===== config.mk =====
export PLATFORM = sky130hd
export DESIGN_NAME = sys_row_injector
export DESIGN_NICKNAME = d
export VERILOG_FILES = /design/src/rtl/sys_row_injector.sv
export SDC_FILE = /design/constraint.sdc
export NUM_CORES = 1
export LEC_CHECK = 0
export CAP_MARGIN = 20
export CORE_MARGIN = 5
export CORE_UTILIZATION = 53
export CTS_CLUSTER_SIZE = 25
export DETAILED_ROUTE_END_ITERATION = 16
export DONT_BUFFER_PORTS = 1
export PLACE_DENSITY = 0.75
export SYNTH_ARGS = -nofsm -noshare
export SYNTH_HDL_FRONTEND = slang
export SYNTH_SLANG_ARGS = --single-unit

===== constraint.sdc =====
create_clock -name clk -period 2.35 [get_ports clk]
set_input_delay 0.235 -clock clk [delete_from_list [all_inputs] [get_ports clk]]
set_output_delay 0.235 -clock clk [all_outputs]
set_load 0.01 [all_outputs]

===== src/rtl/sys_row_injector.sv =====
// rtl/sys_row_injector.sv - west-edge activation injector and psum capture for one systolic PE row (optional SYS_INJ_PERF_EN)
module sys_row_injector #(
    parameter int I_WIDTH    = 8,
    parameter int P_WIDTH    = 20,
    parameter int CTRL_WIDTH = 1,
    parameter int DEPTH      = 4,
    parameter int VEC_LEN    = 16,
    parameter int PSUM_LAT   = 8
) (
    input  logic                  clk,
    input  logic                  rst_n,
    input  logic [I_WIDTH-1:0]    s_iact_data,
    input  logic                  s_iact_valid,
    output logic                  s_iact_ready,
    output logic [CTRL_WIDTH-1:0] sys_ctrl_out,
    output logic [I_WIDTH-1:0]    sys_iact_out,
    input  logic [P_WIDTH-1:0]    sys_psum_in,
    output logic [P_WIDTH-1:0]    m_psum_data,
    output logic                  m_psum_valid,
    input  logic                  m_psum_ready,
`ifdef SYS_INJ_PERF_EN
    output logic [31:0]           stall_cnt,
`endif
    output logic                  busy
);

    localparam int AW = $clog2(DEPTH);
    localparam int OW = AW + 1;
    localparam int CW = $clog2(VEC_LEN + 1);
    localparam int LW = $clog2(PSUM_LAT + 1);
    localparam logic [OW-1:0] OCC_FULL = OW'(DEPTH);
    localparam logic [CW-1:0] CNT_LAST = CW'(VEC_LEN - 1);
    localparam logic [LW-1:0] LAT_INIT = LW'(PSUM_LAT);

    typedef enum logic [1:0] {IDLE, STREAM, DRAIN, HOLD} state_t;

    state_t            state;
    state_t            state_next;
    logic [I_WIDTH-1:0] mem [DEPTH];
    logic [AW-1:0]     wr_ptr;
    logic [AW-1:0]     rd_ptr;
    logic [OW-1:0]     occ;
    logic [CW-1:0]     cnt;
    logic [LW-1:0]     lat;
    logic              fifo_empty;
    logic              push;
    logic              pop;
    logic              last_pop;
    logic              sample;
    logic              bubble;
    logic              hold_stall;

    assign fifo_empty   = (occ == '0);
    assign s_iact_ready = (occ != OCC_FULL);
    assign push         = s_iact_valid && s_iact_ready;
    assign busy         = (state != IDLE);
    // The first pop of a vector is also its last only when a vector is one word long.
    assign last_pop     = (state == IDLE) ? (VEC_LEN == 1) : (cnt == CNT_LAST);

    // FSM state register
    always_ff @(posedge clk or negedge rst_n) begin
        if (!rst_n) begin
            state <= IDLE;
        end else begin
            state <= state_next;
        end
    end

    // FSM next-state logic
    always_comb begin
        state_next = state;
        case (state)
            IDLE:    if (!fifo_empty) state_next = last_pop ? DRAIN : STREAM;
            STREAM:  if (!fifo_empty && last_pop) state_next = DRAIN;
            DRAIN:   if (lat == LW'(1)) state_next = HOLD;
            HOLD:    if (m_psum_ready) state_next = IDLE;
            default: state_next = IDLE;
        endcase
    end

    // FSM outputs: pop strobe, psum sample strobe and stall qualifiers
    always_comb begin
        pop        = 1'b0;
        sample     = 1'b0;
        bubble     = 1'b0;
        hold_stall = 1'b0;
        case (state)
            IDLE:    pop = !fifo_empty;
            STREAM: begin
                pop    = !fifo_empty;
                bubble = fifo_empty;
            end
            DRAIN:   sample = (lat == LW'(1));
            HOLD:    hold_stall = !m_psum_ready;
            default: ;
        endcase
    end

    // FIFO storage; contents are don't-care until written, so no reset
    always_ff @(posedge clk) begin
        if (push) begin
            mem[wr_ptr] <= s_iact_data;
        end
    end

    // FIFO pointers and occupancy; simultaneous push/pop leaves occupancy alone
    always_ff @(posedge clk or negedge rst_n) begin
        if (!rst_n) begin
            wr_ptr <= '0;
            rd_ptr <= '0;
            occ    <= '0;
        end else begin
            if (push) wr_ptr <= wr_ptr + AW'(1);
            if (pop)  rd_ptr <= rd_ptr + AW'(1);
            if (push && !pop)      occ <= occ + OW'(1);
            else if (pop && !push) occ <= occ - OW'(1);
        end
    end

    // Systolic drive into the first router: head word with strobe on pop, zeros otherwise
    always_ff @(posedge clk or negedge rst_n) begin
        if (!rst_n) begin
            sys_iact_out <= '0;
            sys_ctrl_out <= '0;
        end else begin
            sys_iact_out <= pop ? mem[rd_ptr] : '0;
            sys_ctrl_out <= CTRL_WIDTH'(pop);
        end
    end

    // Element count within the vector and the drain latency countdown
    always_ff @(posedge clk or negedge rst_n) begin
        if (!rst_n) begin
            cnt <= '0;
            lat <= '0;
        end else begin
            if (pop) cnt <= (state == IDLE) ? CW'(1) : cnt + CW'(1);
            if (pop && last_pop)      lat <= LAT_INIT;
            else if (state == DRAIN)  lat <= lat - LW'(1);
        end
    end

    // Psum capture from the row tail, held until the consumer takes it
    always_ff @(posedge clk or negedge rst_n) begin
        if (!rst_n) begin
            m_psum_data  <= '0;
            m_psum_valid <= 1'b0;
        end else if (sample) begin
            m_psum_data  <= sys_psum_in;
            m_psum_valid <= 1'b1;
        end else if (state == HOLD && m_psum_ready) begin
            m_psum_valid <= 1'b0;
        end
    end

`ifdef SYS_INJ_PERF_EN
    // Saturating count of mid-vector bubbles and back-pressured hold cycles
    always_ff @(posedge clk or negedge rst_n) begin
        if (!rst_n) begin
            stall_cnt <= '0;
        end else if ((bubble || hold_stall) && stall_cnt != '1) begin
            stall_cnt <= stall_cnt + 32'd1;
        end
    end
`else
    logic unused_stall;
    assign unused_stall = bubble ^ hold_stall;
`endif

endmodule


==> metrics, run 1 <==
final worst slack 0.209 ns; Initial DRT Pass Iterations 4; clock sinks 80; Adder-Cell Fraction of Synth Area 5.53%; dpl hpwl 3.56 mm; remaining antenna violation count after routing 0; Longest Clk Path Bufs 2; htree depth 3; # setup viols final 0; I/O pin count 64; Peak supply drop 0.773 mV; postcts setup bufs 0; sequential area share after synthesis 65.4%; initial antenna violation count 0; final wirelength 5.19 mm; MaxCap Viol Count 0; worst path arrival time 2.41 ns; Netlist Area Pre-Place 0.00330 mm2; Cell Rows 28; kind of critical path register to register; r2r worst-path depth 10; total CTS buffers 9; number of diodes 0; Core Area 0.00599 mm2; Post-synth EDFFs 32; Root Buffer clkbuf_8; largest cells by area after synthesis dfrtp_1, edfxtp_1, mux2_2; CTS tree done; Worst-Skew Late Latency 0.35 ns; hold path cells 1; cell with the most instances after synthesis dfrtp_1; share of post-route cells with drive strength above 1 25.3%; routability congestion estimate 0.742; per-cell routed wire length 16.8 um; reg2reg setup slack 0.21 ns; Post-Synth Simple-Gate Area 8.18%; Via density 5.44; Syn Inst Count 210; pin count of the biggest net entering global routing 49; CTS clk-pin slew, worst paths 0.08 ns; top_reg_cell synth dfrtp_1; Core Util, Final 61.4%; vias in the first global route 1777; IO Port Bufs 0; Yosys top cell by area dfrtp_1; Hold Vio Cnt, Final 0; skew final 0.00810 ns; P&R area growth vs syn 11.2%; Die X 89.0 um; Worst Hold Launch sys_psum_in[18]; startpoint class of the critical path register; CP Capture Type register; Fmax 0.467 GHz; Layout fillers 451; XOR/XNOR Fraction of Synth Area 2.39%; RSZ-0062 raised after global routing no; combinational family with the most area after synthesis multiplexers; worst flop-to-flop path endpoint occ[2]$_DFFE_PN0P_; status finished clean; initial DRC count 58; GRT overflow 0; post-place setup slack 0.219 ns; Syn Nets 256; proportion of netlist area held by the largest area contributor 36.3%; GRT Total Usage 14.7%; Synth Area in Compound Gates 2.16%; Max Slew Vio Count 0; Slew Limit Headroom 62.5%; Required @ worst endpoint 2.62 ns; mux cell area share after synthesis 13.7%; worst slew pin tran 0.563 ns; Min-Delay Endpoint m_psum_data[18]$_DFFE_PN0P_; Via Count 1676; minimum clock period 2.14 ns; worst-path maximum fanout 6; setup_tns 0 ns; R2R Path Start state[1]$_DFFE_PN0P_; Hold Crit Class primary input to register; flops & latches, synth 80; yosys warns 0; most frequent cells after synthesis dfrtp_1, edfxtp_1, mux2_2; Mean Syn Cell Area 15.7 um2; Initial Util 55.2%; library cells used by synthesis 38; Die ar. 0.00791 mm2; Post-synth ARST share 60.0%; DRC violations left 0; crit share post-route 91.1%; first-pass GRT wire length 8.55 mm; # nets final 274; PwrDens 1310 mW/mm2; Leak Pwr 1.53 nW; Chip Height 89.0 um
critical path, cell delays in order, from the launching register on:
cell,delay [ns]
dfrtp_1,0.40
inv_1,0.08
ha_1,0.25
nor2_1,0.12
or2_1,0.12
ha_1,0.19
inv_1,0.06
fa_1,0.38
xor2_1,0.17
nor2_1,0.12
xor2_1,0.18
placed cells by master, fill, tap and decap left out, types with 4 or more instances in the layout:
cell	synthesis	routed
mux4_2	8	8
nand2_1	9	9
dlygate4sd3_1	0	9
and2_1	9	9
clkbuf_8	0	9
buf_4	3	4
edfxtp_1	32	32
and3_1	6	6
inv_1	9	9
mux2_2	23	23
nor2_1	8	8
dfrtp_1	48	48
xnor2_1	6	6
ha_1	13	13
layer usage:
layer	wire [um]	global-route usage (%)
met1	2130	17.1
met2	2400	23.7
met3	584	7.37
met4	76	5.28
met5	0	0
flip-flops by register name, indices dropped and copies added (netlist names):
signal        cells
rd_ptr            2
lat               4
m_psum_valid      1
cnt               5
state             2
mem              32
sys_ctrl_out      1
m_psum_data      20
occ               3
sys_iact_out      8
wr_ptr            2
power by group:
group          leakage, nW  switching [W]  internal [W]  total (W)
clock network       0.0827       0.000512      0.000392   0.000904
logic                0.548       0.000660      0.000788    0.00145
registers            0.895       0.000478       0.00197    0.00245
total                 1.53        0.00165       0.00315    0.00480
final cells by class:
cell class              count  area, um2  share of cell area, %
clock inverters             7       53.8                   1.46
repair buffers             14        148                   4.02
flip-flops and latches     80       2160                   58.8
inverters                  10       37.5                   1.02
well taps                  75       93.8                   2.55
multi-input cells         113       1060                   28.8
clock buffers               9        124                   3.37
cell families (layout without fill, tap and decap cells):
group | count (synthesis) | count (layout)
flops | 80 | 80
simple gates | 47 | 47
mux | 32 | 32
buf+inv | 17 | 40
fa+ha+maj | 14 | 14
compound gates | 11 | 11
xor+xnor | 9 | 9
per-stage QoR:
stage	cell area [um2]	total power, W	hold WS [ns]	std cells
finish	3680	0.00480	0.0298	308
global route	3680	0.00518	0.00717	308
floorplan	3300	0.00361	-0.0606	210
detailed placement	3380	0.00393	-0.0593	282
global placement	3380	0.00386	-0.0594	282
CTS	3680	0.00489	0.0114	308
what timing repair did:
action / CTS / global route
resized for setup: 0 / 0
hold buffers: 10 / 0
hold endpoints to repair: 80 / 0
how the worst max path moves through the flow:
| stage | startpoint | to | slack (ns) | depth (start not counted) |
|---|---|---|---|---|
| floorplan | state[0]$_DFFE_PN0P_ | occ[1]$_DFFE_PN0P_ | 0.23 | 9 |
| global placement | state[1]$_DFFE_PN0P_ | occ[1]$_DFFE_PN0P_ | 0.30 | 8 |
| detailed placement | state[1]$_DFFE_PN0P_ | occ[2]$_DFFE_PN0P_ | 0.22 | 10 |
| CTS | state[1]$_DFFE_PN0P_ | occ[2]$_DFFE_PN0P_ | 0.18 | 10 |
| global route | state[1]$_DFFE_PN0P_ | occ[2]$_DFFE_PN0P_ | 0.10 | 10 |
| finish | state[1]$_DFFE_PN0P_ | occ[2]$_DFFE_PN0P_ | 0.21 | 10 |
(Power assumes the default switching activity.)
==> inputs of run 2 (changes only) <==
GPL_TIMING_DRIVEN = 0   (was default)
==> metrics, run 2 (synthesized netlist as in run 1, its figures left out) <==
status finished clean (unchanged); # nets final 279 (was 274); DRC violations left 0 (unchanged); total CTS buffers 9 (unchanged); Hold Vio Cnt, Final 0 (unchanged); Required @ worst endpoint 2.59 ns (was 2.62 ns); CTS clk-pin slew, worst paths 0.08 ns (about the same); Fmax 0.447 GHz (was 0.467 GHz); first-pass GRT wire length 8.02 mm (was 8.55 mm); crit share post-route 95.2% (was 91.1%); startpoint class of the critical path register (unchanged); Worst-Skew Late Latency 0.34 ns (was 0.35 ns); remaining antenna violation count after routing 0 (unchanged); number of diodes 0 (unchanged); Via Count 1688 (was 1676); share of post-route cells with drive strength above 1 27.3% (was 25.3%); clock sinks 80 (unchanged); R2R Path Start state[1]$_DFFE_PN0P_ (unchanged); skew final 0.00947 ns (was 0.00810 ns); P&R area growth vs syn 13.3% (was 11.2%); Cell Rows 28 (unchanged); GRT Total Usage 13.9% (was 14.7%); IO Port Bufs 0 (unchanged); # setup viols final 0 (unchanged); Via density 5.39 (was 5.44); Most flops, register mem (unchanged); Die ar. 0.00791 mm2 (unchanged); vias in the first global route 1691 (was 1777); Critical Path End occ[1]$_DFFE_PN0P_ (was occ[2]$_DFFE_PN0P_); Initial Util 55.2% (unchanged); top flop regs mem x32, m_psum_data x20, sys_iact_out x8 (unchanged); Leak Pwr 1.56 nW (was 1.53 nW); routability congestion estimate 0.709 (was 0.742); dpl hpwl 3.48 mm (was 3.56 mm); I/O pin count 64 (unchanged); setup_tns 0 ns (unchanged); max reg flops 32 (unchanged); CTS tree done (unchanged); r2r worst-path depth 9 (was 10); Die X 89.0 um (unchanged); PwrDens 1320 mW/mm2 (was 1310 mW/mm2); worst setup path start state[1]$_DFFE_PN0P_ (unchanged); worst-path maximum fanout 6 (unchanged); worst flop-to-flop path endpoint occ[1]$_DFFE_PN0P_ (was occ[2]$_DFFE_PN0P_); Longest Clk Path Bufs 2 (unchanged); GRT overflow 0 (unchanged); CP Capture Type register (unchanged); kind of critical path register to register (unchanged); pin count of the biggest net entering global routing 49 (unchanged); MaxCap Viol Count 0 (unchanged); Core Area 0.00599 mm2 (unchanged); final wirelength 5.07 mm (was 5.19 mm); worst slew pin tran 0.511 ns (was 0.563 ns); htree depth 3 (unchanged); Chip Height 89.0 um (unchanged); Max Slew Vio Count 0 (unchanged); per-cell routed wire length 16.2 um (was 16.8 um); initial DRC count 45 (was 58); minimum clock period 2.24 ns (was 2.14 ns); commonest non-fill, non-tap cells in the layout dfrtp_1, edfxtp_1, mux2_2 (unchanged); most common cell after layout, fill and taps aside dfrtp_1 (unchanged); initial antenna violation count 0 (unchanged); Root Buffer clkbuf_8 (unchanged); Slew Limit Headroom 66.0% (was 62.5%); Peak supply drop 0.792 mV (was 0.773 mV); worst path arrival time 2.48 ns (was 2.41 ns); Initial DRT Pass Iterations 5 (was 4); Hold Crit Class primary input to register (unchanged); reg2reg setup slack 0.11 ns (was 0.21 ns); final hold slack 0.0383 ns (was 0.0298 ns)
run 2: changes by cell type in the layout (fill, tap and decap cells not counted), moves of 2 or more:
| cell | change |
|---|---|
| ha_1 | -2 |
| inv_6 | -2 |
| clkbuf_1 | +2 |
| clkinv_4 | +2 |
| clkinvlp_4 | -2 |
run 2: worst max-delay path: stages, from the launching register on:
cell and delay [ns]:
dfrtp_1 0.41, inv_1 0.12, ha_2 0.24, nor2_1 0.06
or2_1 0.22, buf_6 0.14, ha_1 0.20, inv_1 0.07
fa_1 0.40, mux2_2 0.26
run 2: worst min-delay path by stage:
| stage | from | endpoint | cells after the start |
|---|---|---|---|
| 2_1_floorplan | rst_n | cnt[0]$_DFFE_PN0P_ | 0 |
| 3_3_place_gp | rst_n | m_psum_data[10]$_DFFE_PN0P_ | 0 |
| 3_5_place_dp | rst_n | m_psum_data[8]$_DFFE_PN0P_ | 0 |
| 4_1_cts | sys_psum_in[19] | m_psum_data[19]$_DFFE_PN0P_ | 1 |
| 5_1_grt | sys_psum_in[19] | m_psum_data[19]$_DFFE_PN0P_ | 1 |
| 6_report | sys_psum_in[19] | m_psum_data[19]$_DFFE_PN0P_ | 1 |
run 2: repair_timing:
item,in CTS,in global routing
hold buffers,10,0
endpoints found under the setup margin,0,2
endpoints found under the hold margin,80,0
resized for setup,0,5
setup buffers,0,2
run 2: layout make-up:
cell class / instances / area [um2]
repair buffers: 12 / 133
flip-flops and latches: 80 / 2160
multi-input cells: 113 / 1070
well taps: 75 / 93.8
plain buffers: 7 / 47.5
fillers: 426 / 2250
inverters: 10 / 37.5
clock buffers: 10 / 128
clock inverters: 6 / 68.8
run 2: metrics by stage:
step,instances,area (um2),setup slack (ns),util (%),power (W)
2_1_floorplan,210,3300,0.234,-,0.00361
3_3_place_gp,285,3400,0.0888,56.7,0.00388
3_5_place_dp,285,3400,0.0412,56.7,0.00394
4_1_cts,311,3710,0.0266,62.0,0.00496
5_1_grt,313,3740,-0.00192,62.5,0.00530
6_report,313,3740,0.113,62.5,0.00494
run 2: per-layer routing:
layer	global-route usage (%)	share of wire, %
met5	0	0
met4	6.50	2.2
met3	5.90	11
met2	22.6	47
met1	15.9	40
run 2: where the power goes:
group / internal (W) / switching, W / total [W]
logic: 0.000846 / 0.000739 / 0.00159
registers: 0.00197 / 0.000407 / 0.00238
clock network: 0.000496 / 0.000483 / 0.000979
==> inputs of run 3 (changes only) <==
MAX_ROUTING_LAYER = met4   (was default)
==> metrics, run 3 (synthesized netlist as in run 1, its figures left out) <==
Critical-path top delay cell dfrtp_1 (unchanged); CP Capture Type register (unchanged); Logic pwr share 32.1% (about the same); MaxCap Viol Count 0 (unchanged); skew final 0.00974 ns (was 0.00947 ns); top flop regs mem x32, m_psum_data x20, sys_iact_out x8 (unchanged); Min-Delay Endpoint m_psum_data[19]$_DFFE_PN0P_ (unchanged); status finished clean (unchanged); CTS tree done (unchanged); share of post-route cells with drive strength above 1 27.3% (unchanged); # nets final 279 (unchanged); commonest non-fill, non-tap cells in the layout dfrtp_1, edfxtp_1, mux2_2 (unchanged); Required @ worst endpoint 2.59 ns (about the same); Core Area 0.00599 mm2 (unchanged); Initial DRT Pass Iterations 4 (was 5); Hold Crit Class primary input to register (unchanged); routability congestion estimate 0.717 (was 0.709); Core Util, Final 62.5% (unchanged); R2R Path Start state[1]$_DFFE_PN0P_ (unchanged); hold path cells 1 (unchanged); r2r worst-path depth 9 (unchanged); Initial Util 55.2% (unchanged); Clk network pwr share 19.8% (about the same); CP max stage delay 0.41 ns (about the same); Worst Hold Launch sys_psum_in[19] (unchanged); PwrDens 1320 mW/mm2 (about the same); Most flops, register mem (unchanged); most frequent CP cell inv_1 (unchanged); first-pass GRT wire length 8.03 mm (was 8.02 mm); Cell Rows 28 (unchanged); htree depth 3 (unchanged); startpoint class of the critical path register (unchanged); total CTS buffers 9 (unchanged); pin count of the biggest net entering global routing 49 (unchanged); RSZ-0062 raised after global routing no; Longest Clk Path Bufs 2 (unchanged); I/O pin count 64 (unchanged); GRT overflow 0 (unchanged); Hold Vio Cnt, Final 0 (unchanged); Slew Limit Headroom 65.8% (was 66.0%); post-place setup slack 0.0412 ns (unchanged); Flop pwr share 48.2% (was 48.1%); IO Port Bufs 0 (unchanged); placed insts 285 (unchanged); vias in the first global route 1691 (unchanged); Via density 5.36 (was 5.39); Root Buffer clkbuf_8 (unchanged); Chip Height 89.0 um (unchanged); CP cell instances inv_1 > ha_2 > nor2_1 > or2_1 > buf_6 > ha_1 > inv_1 > fa_1 > mux2_2 (unchanged); Net Sw Frac 32.9% (was 33.0%); most common cell after layout, fill and taps aside dfrtp_1 (unchanged); CTS clk-pin slew, worst paths 0.08 ns (about the same); Max Slew Vio Count 0 (unchanged); P_sw 0.00162 W (was 0.00163 W); crit share post-route 95.2% (about the same); Via Count 1677 (was 1688); kind of critical path register to register (unchanged); Fmax 0.447 GHz (about the same); GRT Total Usage 14.3% (was 13.9%); setup_tns 0 ns (unchanged); worst flop-to-flop path endpoint occ[1]$_DFFE_PN0P_ (unchanged); per-cell routed wire length 16.1 um (was 16.2 um); minimum clock period 2.24 ns (about the same); Leak Pwr 1.56 nW (unchanged); worst path arrival time 2.47 ns (was 2.48 ns); total power 0.00494 W (about the same); P_int 0.00331 W (about the same); final worst slack 0.114 ns (was 0.113 ns); Worst-Skew Late Latency 0.34 ns (about the same); worst-path maximum fanout 6 (unchanged); dpl hpwl 3.48 mm (unchanged); initial DRC count 42 (was 45); clock sinks 80 (unchanged); reg2reg setup slack 0.11 ns (about the same); Die ar. 0.00791 mm2 (unchanged); Peak supply drop 0.792 mV (about the same); P&R area growth vs syn 13.3% (unchanged); DRC violations left 0 (unchanged); number of diodes 0 (unchanged); final wirelength 5.05 mm (was 5.07 mm); Die X 89.0 um (unchanged); Final Instance Count excl. Fillers 313 (unchanged); remaining antenna violation count after routing 0 (unchanged); # setup viols final 0 (unchanged); max reg flops 32 (unchanged); worst slew pin tran 0.513 ns (was 0.511 ns); initial antenna violation count 0 (unchanged)
[run 3: worst max-delay path by stage]
stage                         start            endpoint  slack, ns  cells after the start
6_report       state[1]$_DFFE_PN0P_  occ[1]$_DFFE_PN0P_       0.11                      9
5_1_grt        state[1]$_DFFE_PN0P_  occ[1]$_DFFE_PN0P_    0.00003                      9
4_1_cts        state[0]$_DFFE_PN0P_  occ[1]$_DFFE_PN0P_       0.03                      9
3_5_place_dp   state[0]$_DFFE_PN0P_  occ[1]$_DFFE_PN0P_       0.04                      9
3_3_place_gp   state[0]$_DFFE_PN0P_  occ[1]$_DFFE_PN0P_       0.09                      9
2_1_floorplan  state[0]$_DFFE_PN0P_  occ[1]$_DFFE_PN0P_       0.23                      9
[run 3: stage by stage]
stage | cell area, um2 | hold slack [ns]
after global placement | 3400 | -0.0594
final | 3740 | 0.0409
after CTS | 3710 | 0.0255
after global routing | 3740 | 0.0168
after detailed placement | 3400 | -0.0595
after floorplan | 3300 | -0.0606
[run 3: metal layers]
metal / global-route usage, % / up-vias / part of all wire (%)
li1: - / 789 / -
met1: 15.9 / 812 / 39
met2: 22.6 / 67 / 47
met3: 6.08 / 9 / 11
met4: 6.50 / 0 / 1.8
met5: - / - / 0
[run 3: cell type report]
cell class	instances	area (um2)
multi-input combinational	113	1070
sequential	80	2160
tap	75	93.8
clock inverter	6	68.8
fill	426	2250
clock buffer	10	128
inverter	10	37.5
buffer	7	47.5
timing repair buffer	12	133
[run 3: repair_timing]
action,in CTS,in global routing
setup endpoints to repair,0,2
resized for setup,0,5
setup buffers,0,2
hold endpoints to repair,80,0
hold buffers,10,0
[run 3: critical path, delay by kind of cell, from the launching register on]
kind,cells,cell delay (ns)
DFF,1,0.41
buffers and inverters,3,0.33
and+or+nand+nor,2,0.28
adders and majority gates,3,0.84
muxes,1,0.26
[run 3: power by group through the flow]
stage	logic, W	clock network, W	registers [W]
after floorplan	0.00128	0	0.00232
after global placement	0.00148	0	0.00240
after detailed placement	0.00152	0	0.00242
after CTS	0.00157	0.00101	0.00239
after global routing	0.00179	0.00107	0.00244
final	0.00158	0.000976	0.00238
